## src/rtl/sar_adc_pkg.sv

```systemverilog
// rtl/sar_adc_pkg.sv - shared FSM encoding and constants for the SAR ADC sequencer
package sar_adc_pkg;

  typedef enum logic [1:0] {
    ST_IDLE = 2'd0,
    ST_STRT = 2'd1,
    ST_WAIT = 2'd2,
    ST_PUSH = 2'd3
  } seq_state_t;

  localparam int START_HOLD    = 2;
  localparam int ADC_WIDTH_DEF = 8;
  localparam int AVG_LOG2_DEF  = 2;
  localparam int ACC_WIDTH     = ADC_WIDTH_DEF + AVG_LOG2_DEF;

  // Summing 2^avg_log2 samples of adc_w bits never needs more than this.
  function automatic int acc_width(input int adc_w, input int avg_log2);
    return adc_w + avg_log2;
  endfunction

endpackage

```

## src/rtl/sar_result_fifo.sv

```systemverilog
// rtl/sar_result_fifo.sv - registered result FIFO with full/empty flags
module sar_result_fifo
  import sar_adc_pkg::*;
#(
  parameter int WIDTH = 8,
  parameter int DEPTH = 4
) (
  input  logic             clk,
  input  logic             rst,
  input  logic             wr_en_i,
  input  logic [WIDTH-1:0] wr_data_i,
  input  logic             rd_en_i,
  output logic [WIDTH-1:0] rd_data_o,
  output logic             full_o,
  output logic             empty_o
);
  localparam int AW = $clog2(DEPTH);

  logic [WIDTH-1:0] mem_q [DEPTH];
  logic [AW:0]      wr_ptr_q, wr_ptr_d;
  logic [AW:0]      rd_ptr_q, rd_ptr_d;
  logic             do_rd;
  logic             do_wr;

  assign empty_o = (wr_ptr_q == rd_ptr_q);
  assign full_o  = (wr_ptr_q[AW] != rd_ptr_q[AW]) &&
                   (wr_ptr_q[AW-1:0] == rd_ptr_q[AW-1:0]);

  // A write into a full FIFO is accepted only when the head leaves the same cycle.
  assign do_rd = rd_en_i && !empty_o;
  assign do_wr = wr_en_i && (!full_o || do_rd);

  always_comb begin
    wr_ptr_d = wr_ptr_q;
    rd_ptr_d = rd_ptr_q;
    if (do_wr) wr_ptr_d = wr_ptr_q + (AW+1)'(1);
    if (do_rd) rd_ptr_d = rd_ptr_q + (AW+1)'(1);
  end

  always_ff @(posedge clk or posedge rst) begin
    if (rst) begin
      wr_ptr_q <= '0;
      rd_ptr_q <= '0;
    end else begin
      wr_ptr_q <= wr_ptr_d;
      rd_ptr_q <= rd_ptr_d;
    end
  end

  always_ff @(posedge clk) begin
    if (do_wr) mem_q[wr_ptr_q[AW-1:0]] <= wr_data_i;
  end

  assign rd_data_o = empty_o ? '0 : mem_q[rd_ptr_q[AW-1:0]];

endmodule

```

## src/rtl/sar_adc_sequencer.sv

```systemverilog
// rtl/sar_adc_sequencer.sv - periodic SAR conversion initiator with averaging and result FIFO
module sar_adc_sequencer
  import sar_adc_pkg::*;
#(
  parameter int ADC_WIDTH  = 8,
  parameter int DIV_WIDTH  = 16,
  parameter int AVG_LOG2   = 2,
  parameter int TIMEOUT    = 32,
  parameter int FIFO_DEPTH = 4
) (
  input  logic                 clk,
  input  logic                 rst,
  input  logic                 en,
  input  logic [DIV_WIDTH-1:0] period,
  output logic                 start,
  input  logic                 eoc,
  input  logic                 den,
  input  logic [ADC_WIDTH-1:0] adc_din,
  output logic [ADC_WIDTH-1:0] out_data,
  output logic                 out_valid,
  input  logic                 out_ready,
  output logic                 busy,
  output logic                 miss,
  output logic                 timeout,
  output logic                 overflow
);
  localparam int AW = acc_width(ADC_WIDTH, AVG_LOG2);
  localparam int TW = $clog2(TIMEOUT + 1);
  localparam int CW = AVG_LOG2 + 1;
  localparam int HW = $clog2(START_HOLD + 1);

  localparam logic [TW-1:0] TMO_LAST  = TW'(TIMEOUT);
  localparam logic [CW-1:0] SAMP_LAST = CW'((1 << AVG_LOG2) - 1);
  localparam logic [HW-1:0] HOLD_LAST = HW'(START_HOLD - 1);

  seq_state_t           state_q, state_d;
  logic [DIV_WIDTH-1:0] per_q, per_d;
  logic [DIV_WIDTH-1:0] cnt_q, cnt_d;
  logic [DIV_WIDTH-1:0] per_m1;
  logic                 tick;
  logic [AW-1:0]        acc_q, acc_d;
  logic [CW-1:0]        scnt_q, scnt_d;
  logic [TW-1:0]        to_q, to_d;
  logic [HW-1:0]        hold_q, hold_d;
  logic                 sample;
  logic                 push;
  logic [ADC_WIDTH-1:0] push_data;
  logic                 fifo_full;
  logic                 fifo_empty;

  // Period is latched at each wrap (and while disabled) so a change never cuts an interval short.
  assign per_m1 = (per_q == '0) ? '0 : per_q - DIV_WIDTH'(1);
  assign tick   = en && (cnt_q == per_m1);

  always_comb begin
    cnt_d = cnt_q;
    per_d = per_q;
    if (!en) begin
      cnt_d = '0;
      per_d = period;
    end else if (tick) begin
      cnt_d = '0;
      per_d = period;
    end else begin
      cnt_d = cnt_q + DIV_WIDTH'(1);
    end
  end

  always_ff @(posedge clk or posedge rst) begin
    if (rst) begin
      cnt_q <= '0;
      per_q <= '0;
    end else begin
      cnt_q <= cnt_d;
      per_q <= per_d;
    end
  end

  assign sample = eoc && den;

  always_ff @(posedge clk or posedge rst) begin
    if (rst) begin
      state_q <= ST_IDLE;
      acc_q   <= '0;
      scnt_q  <= '0;
      to_q    <= '0;
      hold_q  <= '0;
    end else begin
      state_q <= state_d;
      acc_q   <= acc_d;
      scnt_q  <= scnt_d;
      to_q    <= to_d;
      hold_q  <= hold_d;
    end
  end

  always_comb begin
    state_d = state_q;
    acc_d   = acc_q;
    scnt_d  = scnt_q;
    to_d    = to_q;
    hold_d  = hold_q;
    unique case (state_q)
      ST_IDLE: begin
        if (!en) begin
          acc_d  = '0;
          scnt_d = '0;
        end
        if (tick) begin
          state_d = ST_STRT;
          to_d    = '0;
          hold_d  = '0;
        end
      end
      ST_STRT: begin
        to_d   = to_q + TW'(1);
        hold_d = hold_q + HW'(1);
        if (hold_q == HOLD_LAST) state_d = ST_WAIT;
      end
      ST_WAIT: begin
        // A result arriving on the timeout cycle still counts.
        if (sample) begin
          acc_d   = acc_q + AW'(adc_din);
          scnt_d  = scnt_q + CW'(1);
          state_d = (scnt_q == SAMP_LAST) ? ST_PUSH : ST_IDLE;
        end else if (to_q == TMO_LAST) begin
          acc_d   = '0;
          scnt_d  = '0;
          state_d = ST_IDLE;
        end else begin
          to_d = to_q + TW'(1);
        end
      end
      ST_PUSH: begin
        acc_d   = '0;
        scnt_d  = '0;
        state_d = ST_IDLE;
      end
    endcase
  end

  always_comb begin
    start   = 1'b0;
    busy    = 1'b0;
    timeout = 1'b0;
    push    = 1'b0;
    unique case (state_q)
      ST_IDLE: ;
      ST_STRT: begin
        start = 1'b1;
        busy  = 1'b1;
      end
      ST_WAIT: begin
        busy    = 1'b1;
        timeout = !sample && (to_q == TMO_LAST);
      end
      ST_PUSH: begin
        busy = 1'b1;
        push = 1'b1;
      end
    endcase
    miss = tick && busy;
  end

  assign push_data = acc_q[AW-1:AVG_LOG2];
  assign out_valid = !fifo_empty;
  assign overflow  = push && fifo_full && !out_ready;

  sar_result_fifo #(
    .WIDTH (ADC_WIDTH),
    .DEPTH (FIFO_DEPTH)
  ) u_fifo (
    .clk       (clk),
    .rst       (rst),
    .wr_en_i   (push),
    .wr_data_i (push_data),
    .rd_en_i   (out_ready),
    .rd_data_o (out_data),
    .full_o    (fifo_full),
    .empty_o   (fifo_empty)
  );

endmodule

```

## config.mk

```make
export PLATFORM = sky130hd
export DESIGN_NAME = sar_adc_sequencer
export DESIGN_NICKNAME = d
export VERILOG_FILES = /design/src/rtl/sar_adc_pkg.sv /design/src/rtl/sar_result_fifo.sv /design/src/rtl/sar_adc_sequencer.sv
export SDC_FILE = /design/constraint.sdc
export NUM_CORES = 1
export LEC_CHECK = 0
export ABC_AREA = 1
export ABC_CLOCK_PERIOD_IN_PS = 4650
export BUFFER_PORTS_ARGS = -buffer_cell sky130_fd_sc_hd__buf_2
export CELL_PAD_IN_SITES_DETAIL_PLACEMENT = 1
export CELL_PAD_IN_SITES_GLOBAL_PLACEMENT = 1
export CORE_MARGIN = 4
export CORE_UTILIZATION = 49
export DETAILED_ROUTE_END_ITERATION = 8
export PLACE_DENSITY_LB_ADDON = 0.1
export SYNTH_ARGS = -nofsm -noshare
export SYNTH_HDL_FRONTEND = slang
export SYNTH_SLANG_ARGS = --single-unit
```

## constraint.sdc

```tcl
create_clock -name clk -period 4.65 [get_ports clk]
set_input_delay 1.1625 -clock clk [delete_from_list [all_inputs] [get_ports clk]]
set_output_delay 1.1625 -clock clk [all_outputs]
set_load 0.02 [all_outputs]
```

==> qor.yml, run 1 <==
layout.nets: 756
min_from: "u_fifo.rd_ptr_q[2]$_DFFE_PP0P_"
p_sw_mw: 1.10
ys_warn_count: 0
rsz0062_at_grt: "false"
finalWirelength_um: 13900
cts_buffers: 9
post_cts_buffers: 0
viasPerCell: 5.33
multi_input_area_um2: 2570
crit_start: "per_q[0]$_DFFE_PP0P_"
pwr-share-seq: 0.404
clock_latency_ns: 0.37
htree_levels: 3
async_reset_ff_frac: 0.656
crit_top_cell: "nor2_1"
cts_num_sinks: 93
grt_max_degree: 45
synth_nets: 714
gp_congestion: 0.865
fillerInstances: 1363
fin_util: 0.552
critPathArrivalTime_ns: 2.86
synthCells: 657
crit_path_max_fanout: 28
start_util: 0.504
power_frac_comb: 0.367
cts-root-buf: "clkbuf_8"
vias: 4498
status: "completed"
layout_commonest_cell: "nand2_1"
ys_ff_latch: 93
antenna_found_initial: 0
slew_headroom: 0.389
rows: 38
drc: 0
wl_per_cell_um: 16.4
fin_area_um2: 6010
cellPowerDensity_nw_per_um2: 449
synth_edf_count: 32
final_cell_mix: "146 x nand2_1, 90 x nor2_1, 81 x inv_1"
vdd_ir_drop_max_v: 0.000415
die_x_um: 114
dpl_cell_area_um2: 5780
postCtsHoldBufs: 0
final_antenna_net_count: 0
switching_share: 0.407
crit_chain: "inv_1 -> ha_1 -> nand3_2 -> nor2_2 -> nand2_4 -> nand4_1 -> nand2_1 -> or3_1 -> nor2_1 -> nand3_1 -> nor2_1 -> buf_2"
worstPathRequired_ns: 3.49
syn_avg_cell_area_um2: 8.35
cpPeakStageDelay_ns: 0.38
seq_area_frac_synth: 0.453
die_area_um2: 13000
area_delta_synth_final_pct: 9.53
intPower_mw: 1.60
worst_pin_slew_ns: 0.913
fin_worst_skew_ns: 0.0119
setup_tns_ns: 0
period_needed_ns: 4.03
ys.flop_type: "dfrtp_1"
cts_tree: "done"
port_buffers: 43
grt_use_total: 0.230
dr.pass1.iters: 4
cts_resized: 0
cp-end-kind: "primary output"
clockBufferDepth: 2
stdcell_count: 844
worstHoldPathType: "flip-flop to flip-flop"
path_clk_slew_ns: 0.10
worstSetupPathType: "flip-flop to primary output"
core-area_um2: 10900
fin_crit_sh: 0.866
hold_viol: 0
timing.rr.start: "per_q[0]$_DFFE_PP0P_"
drive_gt1_frac: 0.155
place_hpwl_um: 10500
drv_slew: 0
leakagePower_nw: 2.79
drv_cap: 0
clkPwrFrac: 0.229
die_h_um: 114
seqCellArea_um2: 2490
insertedDiodeCount: 0
ios: 44
fmax_mhz: 248
slowest_stage: "dfrtp_1"
setup-violations-final: 0
drt-initial-drc-count: 237
syn_area_um2: 5490
synth_cell_types: 44
grt_pass1_vias: 4795
grt-ovfl-total: 0
grt_pass1_wl_um: 23600
dp.cells: 828
cp-start-kind: "flip-flop"
[worst max-delay path, delay by kind of cell, from the launching register on]
kind          cells  cell delay, ns
fa+ha+maj         1            0.26
buf+inv           2            0.32
flops             1            0.38
simple gates      9            1.52
[through the flow]
stage | worst slack, ns | total power [mW] | hold slack (ns)
6_report | 0.624 | 2.70 | 0.502
5_1_grt | 0.368 | 2.92 | 0.511
4_1_cts | 0.613 | 2.74 | 0.500
3_5_place_dp | 1.05 | 2.10 | 0.483
3_3_place_gp | 1.17 | 2.05 | 0.448
2_1_floorplan | 1.33 | 1.81 | 0.431
[cells in the mapped netlist, types with 4 or more instances]
master / instances / area share
a21oi_1: 13 / 0.012
buf_6: 4 / 0.0082
clkbuf_1: 6 / 0.0041
dfrtp_1: 61 / 0.28
edfxtp_1: 32 / 0.18
ha_1: 26 / 0.059
inv_1: 82 / 0.056
nand2_1: 146 / 0.10
nand2_2: 15 / 0.017
nand3_1: 45 / 0.041
nand4_1: 15 / 0.017
nor2_1: 90 / 0.062
nor2_2: 4 / 0.0046
nor2_4: 4 / 0.0082
nor3_1: 11 / 0.010
o21ai_0: 21 / 0.019
o21ai_1: 4 / 0.0036
o21ai_2: 9 / 0.014
o32ai_1: 8 / 0.013
xor2_1: 18 / 0.029
[path summary, 6_finish.rpt]
path                                             endpoint  slack [ns]  depth (start not counted)
setup / recovery                                     miss        0.62                         12
hold / removal             u_fifo.rd_ptr_q[2]$_DFFE_PP0P_        0.50                          1
setup reg to reg                      to_q[5]$_DFFE_PP0P_        1.82                         15
hold reg to reg            u_fifo.rd_ptr_q[2]$_DFFE_PP0P_        0.50                          1
max in group asynchronous              cnt_q[8]$_DFF_PP0_        2.82                          3
min in group asynchronous              cnt_q[1]$_DFF_PP0_        0.95                          2
[routing by layer]
layer | track usage | share of wire | up-vias
li1 | - | - | 2216
met1 | 0.312 | 0.47 | 2193
met2 | 0.386 | 0.48 | 79
met3 | 0.0419 | 0.039 | 10
met4 | 0.0546 | 0.0086 | 0
met5 | 0 | 0 | -
[cell families (layout without fill, tap and decap cells)]
logic type                 after synthesis  count (layout)  synth area share
AOI/OAI and AO/OA                       64              64            0.0745
xor gates and xnor gates                21              21            0.0335
adders and majority gates               27              27            0.0629
buffers and inverters                  100             147            0.0789
DFF                                     93              93             0.453
muxes                                    1               1           0.00205
and+or+nand+nor                        351             351             0.295
[registers in the layout (all words and copies together), names as in the netlist, 3 cells and up]
signal / count
per_q: 16
cnt_q: 16
scnt_q: 3
u_fifo.rd_ptr_q: 3
u_fifo.wr_ptr_q: 3
acc_q: 10
to_q: 6
u_fifo.mem_q: 32
[power by group through the flow]
| stage | logic (mW) | clock network (mW) | registers (mW) |
|---|---|---|---|
| CTS | 1.00 | 0.641 | 1.09 |
| global route | 1.13 | 0.679 | 1.11 |
| finish | 0.990 | 0.619 | 1.09 |
| global placement | 0.948 | 0 | 1.10 |
| detailed placement | 0.992 | 0 | 1.11 |
| floorplan | 0.769 | 0 | 1.04 |
[layout make-up]
type                    instances  share of cell area
repair buffers                 45              0.0383
multi-input cells             464               0.427
flip-flops and latches         93               0.414
well taps                     140              0.0291
clock inverters                 7              0.0173
clock buffers                   9              0.0206
inverters                      86              0.0537
Note: power is estimated with default switching activity, not from simulation.
==> run 2, diff against run 1 <==
--- a/config.mk
+++ b/config.mk
@@ -6,7 +6,7 @@
 export NUM_CORES = 1
 export LEC_CHECK = 0
 export ABC_AREA = 1
-export ABC_CLOCK_PERIOD_IN_PS = 4650
+export ABC_CLOCK_PERIOD_IN_PS = 5000
 export BUFFER_PORTS_ARGS = -buffer_cell sky130_fd_sc_hd__buf_2
 export CELL_PAD_IN_SITES_DETAIL_PLACEMENT = 1
 export CELL_PAD_IN_SITES_GLOBAL_PLACEMENT = 1
==> constraint.sdc (replaced) <==
create_clock -name clk -period 5 [get_ports clk]
set_input_delay 1.25 -clock clk [delete_from_list [all_inputs] [get_ports clk]]
set_output_delay 1.25 -clock clk [all_outputs]
set_load 0.02 [all_outputs]
==> qor.yml, run 2 (synthesized netlist as in run 1, its figures left out) <==
status: "completed"
leakagePower_nw: 2.78
drc: 0
fin_worst_skew_ns: 0.0113
die_h_um: 114
path_buf_inv: 2
grt_max_degree: 45
cp-start-kind: "flip-flop"
largest_reg_flops: 32
crit_path_max_fanout: 28
wl_per_cell_um: 16.4
worstPathRequired_ns: 3.75
setup_tns_ns: 0
cts-root-buf: "clkbuf_8"
hold_viol: 0
layout.nets: 755
seqCellArea_um2: 2490
post_cts_buffers: 0
cts_resized: 0
grt_use_total: 0.232
path_clk_slew_ns: 0.09
htree_levels: 3
setup-violations-final: 0
cts_buffers: 9
drv_cap: 0
viasPerCell: 5.37
cts_tree: "done"
cellPowerDensity_nw_per_um2: 413
postCtsHoldBufs: 0
rsz0062_at_grt: "false"
cts_num_sinks: 93
critPathArrivalTime_ns: 2.82
worst_pin_slew_ns: 0.892
port_buffers: 43
whs_ns: 0.482
period_needed_ns: 4.07
gp_congestion: 0.888
final_antenna_net_count: 0
antenna_found_initial: 0
multi_input_area_um2: 2570
worstSetupPathType: "flip-flop to primary output"
final_cell_mix: "146 x nand2_1, 90 x nor2_1, 81 x inv_1"
start_util: 0.504
grt-ovfl-total: 0
drt-initial-drc-count: 248
area_delta_synth_final_pct: 8.96
layout_commonest_cell: "nand2_1"
cp-end-kind: "primary output"
worstHoldPathType: "flip-flop to flip-flop"
critPathTopFamily: "simple AND/OR/NAND/NOR gates"
die_x_um: 114
fillerInstances: 1345
crit_top_cell: "nor2_1"
clock_latency_ns: 0.39
vias: 4528
ios: 44
place_hpwl_um: 10600
slowest_stage: "dfrtp_1"
crit_chain: "inv_1 -> ha_1 -> nand3_2 -> nor2_2 -> nand2_4 -> nand4_1 -> nand2_1 -> or3_1 -> nor2_1 -> nand3_1 -> nor2_1 -> buf_2"
rows: 38
clockBufferDepth: 2
fmax_mhz: 246
drive_gt1_frac: 0.152
core-area_um2: 10900
finalWirelength_um: 13800
drv_slew: 0
slew_headroom: 0.403
fin_crit_sh: 0.813
cpPeakStageDelay_ns: 0.37
grt_pass1_vias: 4779
insertedDiodeCount: 0
vdd_ir_drop_max_v: 0.000322
die_area_um2: 13000
dr.pass1.iters: 5
grt_pass1_wl_um: 23600
[run 2: through the flow]
step | total power, mW | cell area [µm²] | worst slack, ns | instances | util
floorplan | 1.68 | 5490 | 1.59 | 657 | -
global placement | 1.90 | 5780 | 1.42 | 827 | 0.531
detailed placement | 1.96 | 5780 | 1.37 | 827 | 0.531
CTS | 2.50 | 5980 | 0.914 | 843 | 0.549
global route | 2.68 | 5980 | 0.654 | 843 | 0.549
finish | 2.47 | 5980 | 0.933 | 843 | 0.549
[run 2: layer usage]
layer / vias up / global-route usage / wire length (µm)
met4: 0 / 0.0863 / 223
met5: - / 0 / 0
met2: 68 / 0.382 / 6640
met3: 15 / 0.0318 / 460
met1: 2226 / 0.313 / 6500
li1: 2219 / - / -
[run 2: area by class of cell]
| class | count | area share |
|---|---|---|
| tap | 140 | 0.0293 |
| multi-input combinational | 464 | 0.429 |
| clock buffer | 10 | 0.0213 |
| sequential | 93 | 0.416 |
| clock inverter | 6 | 0.0128 |
| inverter | 86 | 0.0540 |
| timing repair buffer | 44 | 0.0372 |
[run 2: path summary, 6_finish.rpt]
check,startpoint,to,slack [ns],cells after the start
max reg2reg,u_fifo.rd_ptr_q[0]$_DFFE_PP0P_,u_fifo.mem_q[3][5]$_DFFE_PP_,1.95,6
min in group asynchronous,rst,per_q[3]$_DFFE_PP0P_,0.93,2
max in group asynchronous,rst,acc_q[7]$_DFFE_PP0P_,3.15,3
min reg2reg,cnt_q[0]$_DFF_PP0_,cnt_q[0]$_DFF_PP0_,0.48,1
min,cnt_q[0]$_DFF_PP0_,cnt_q[0]$_DFF_PP0_,0.48,1
max,per_q[0]$_DFFE_PP0P_,miss,0.93,12
[run 2: worst register-to-register path: stages, from the launching register on]
cell and delay [ns]:
dfrtp_1 0.75, clkinv_1 0.62, nand2_1 0.22, a21oi_1 0.10, nand2_1 0.09, nand2_1 0.16
nor2_1 0.72
[run 2: report_power, final]
part | leakage, nW | internal, mW | switching, mW
clock | 0.104 | 0.242 | 0.291
combinational | 1.60 | 0.305 | 0.617
sequential | 1.08 | 0.891 | 0.125
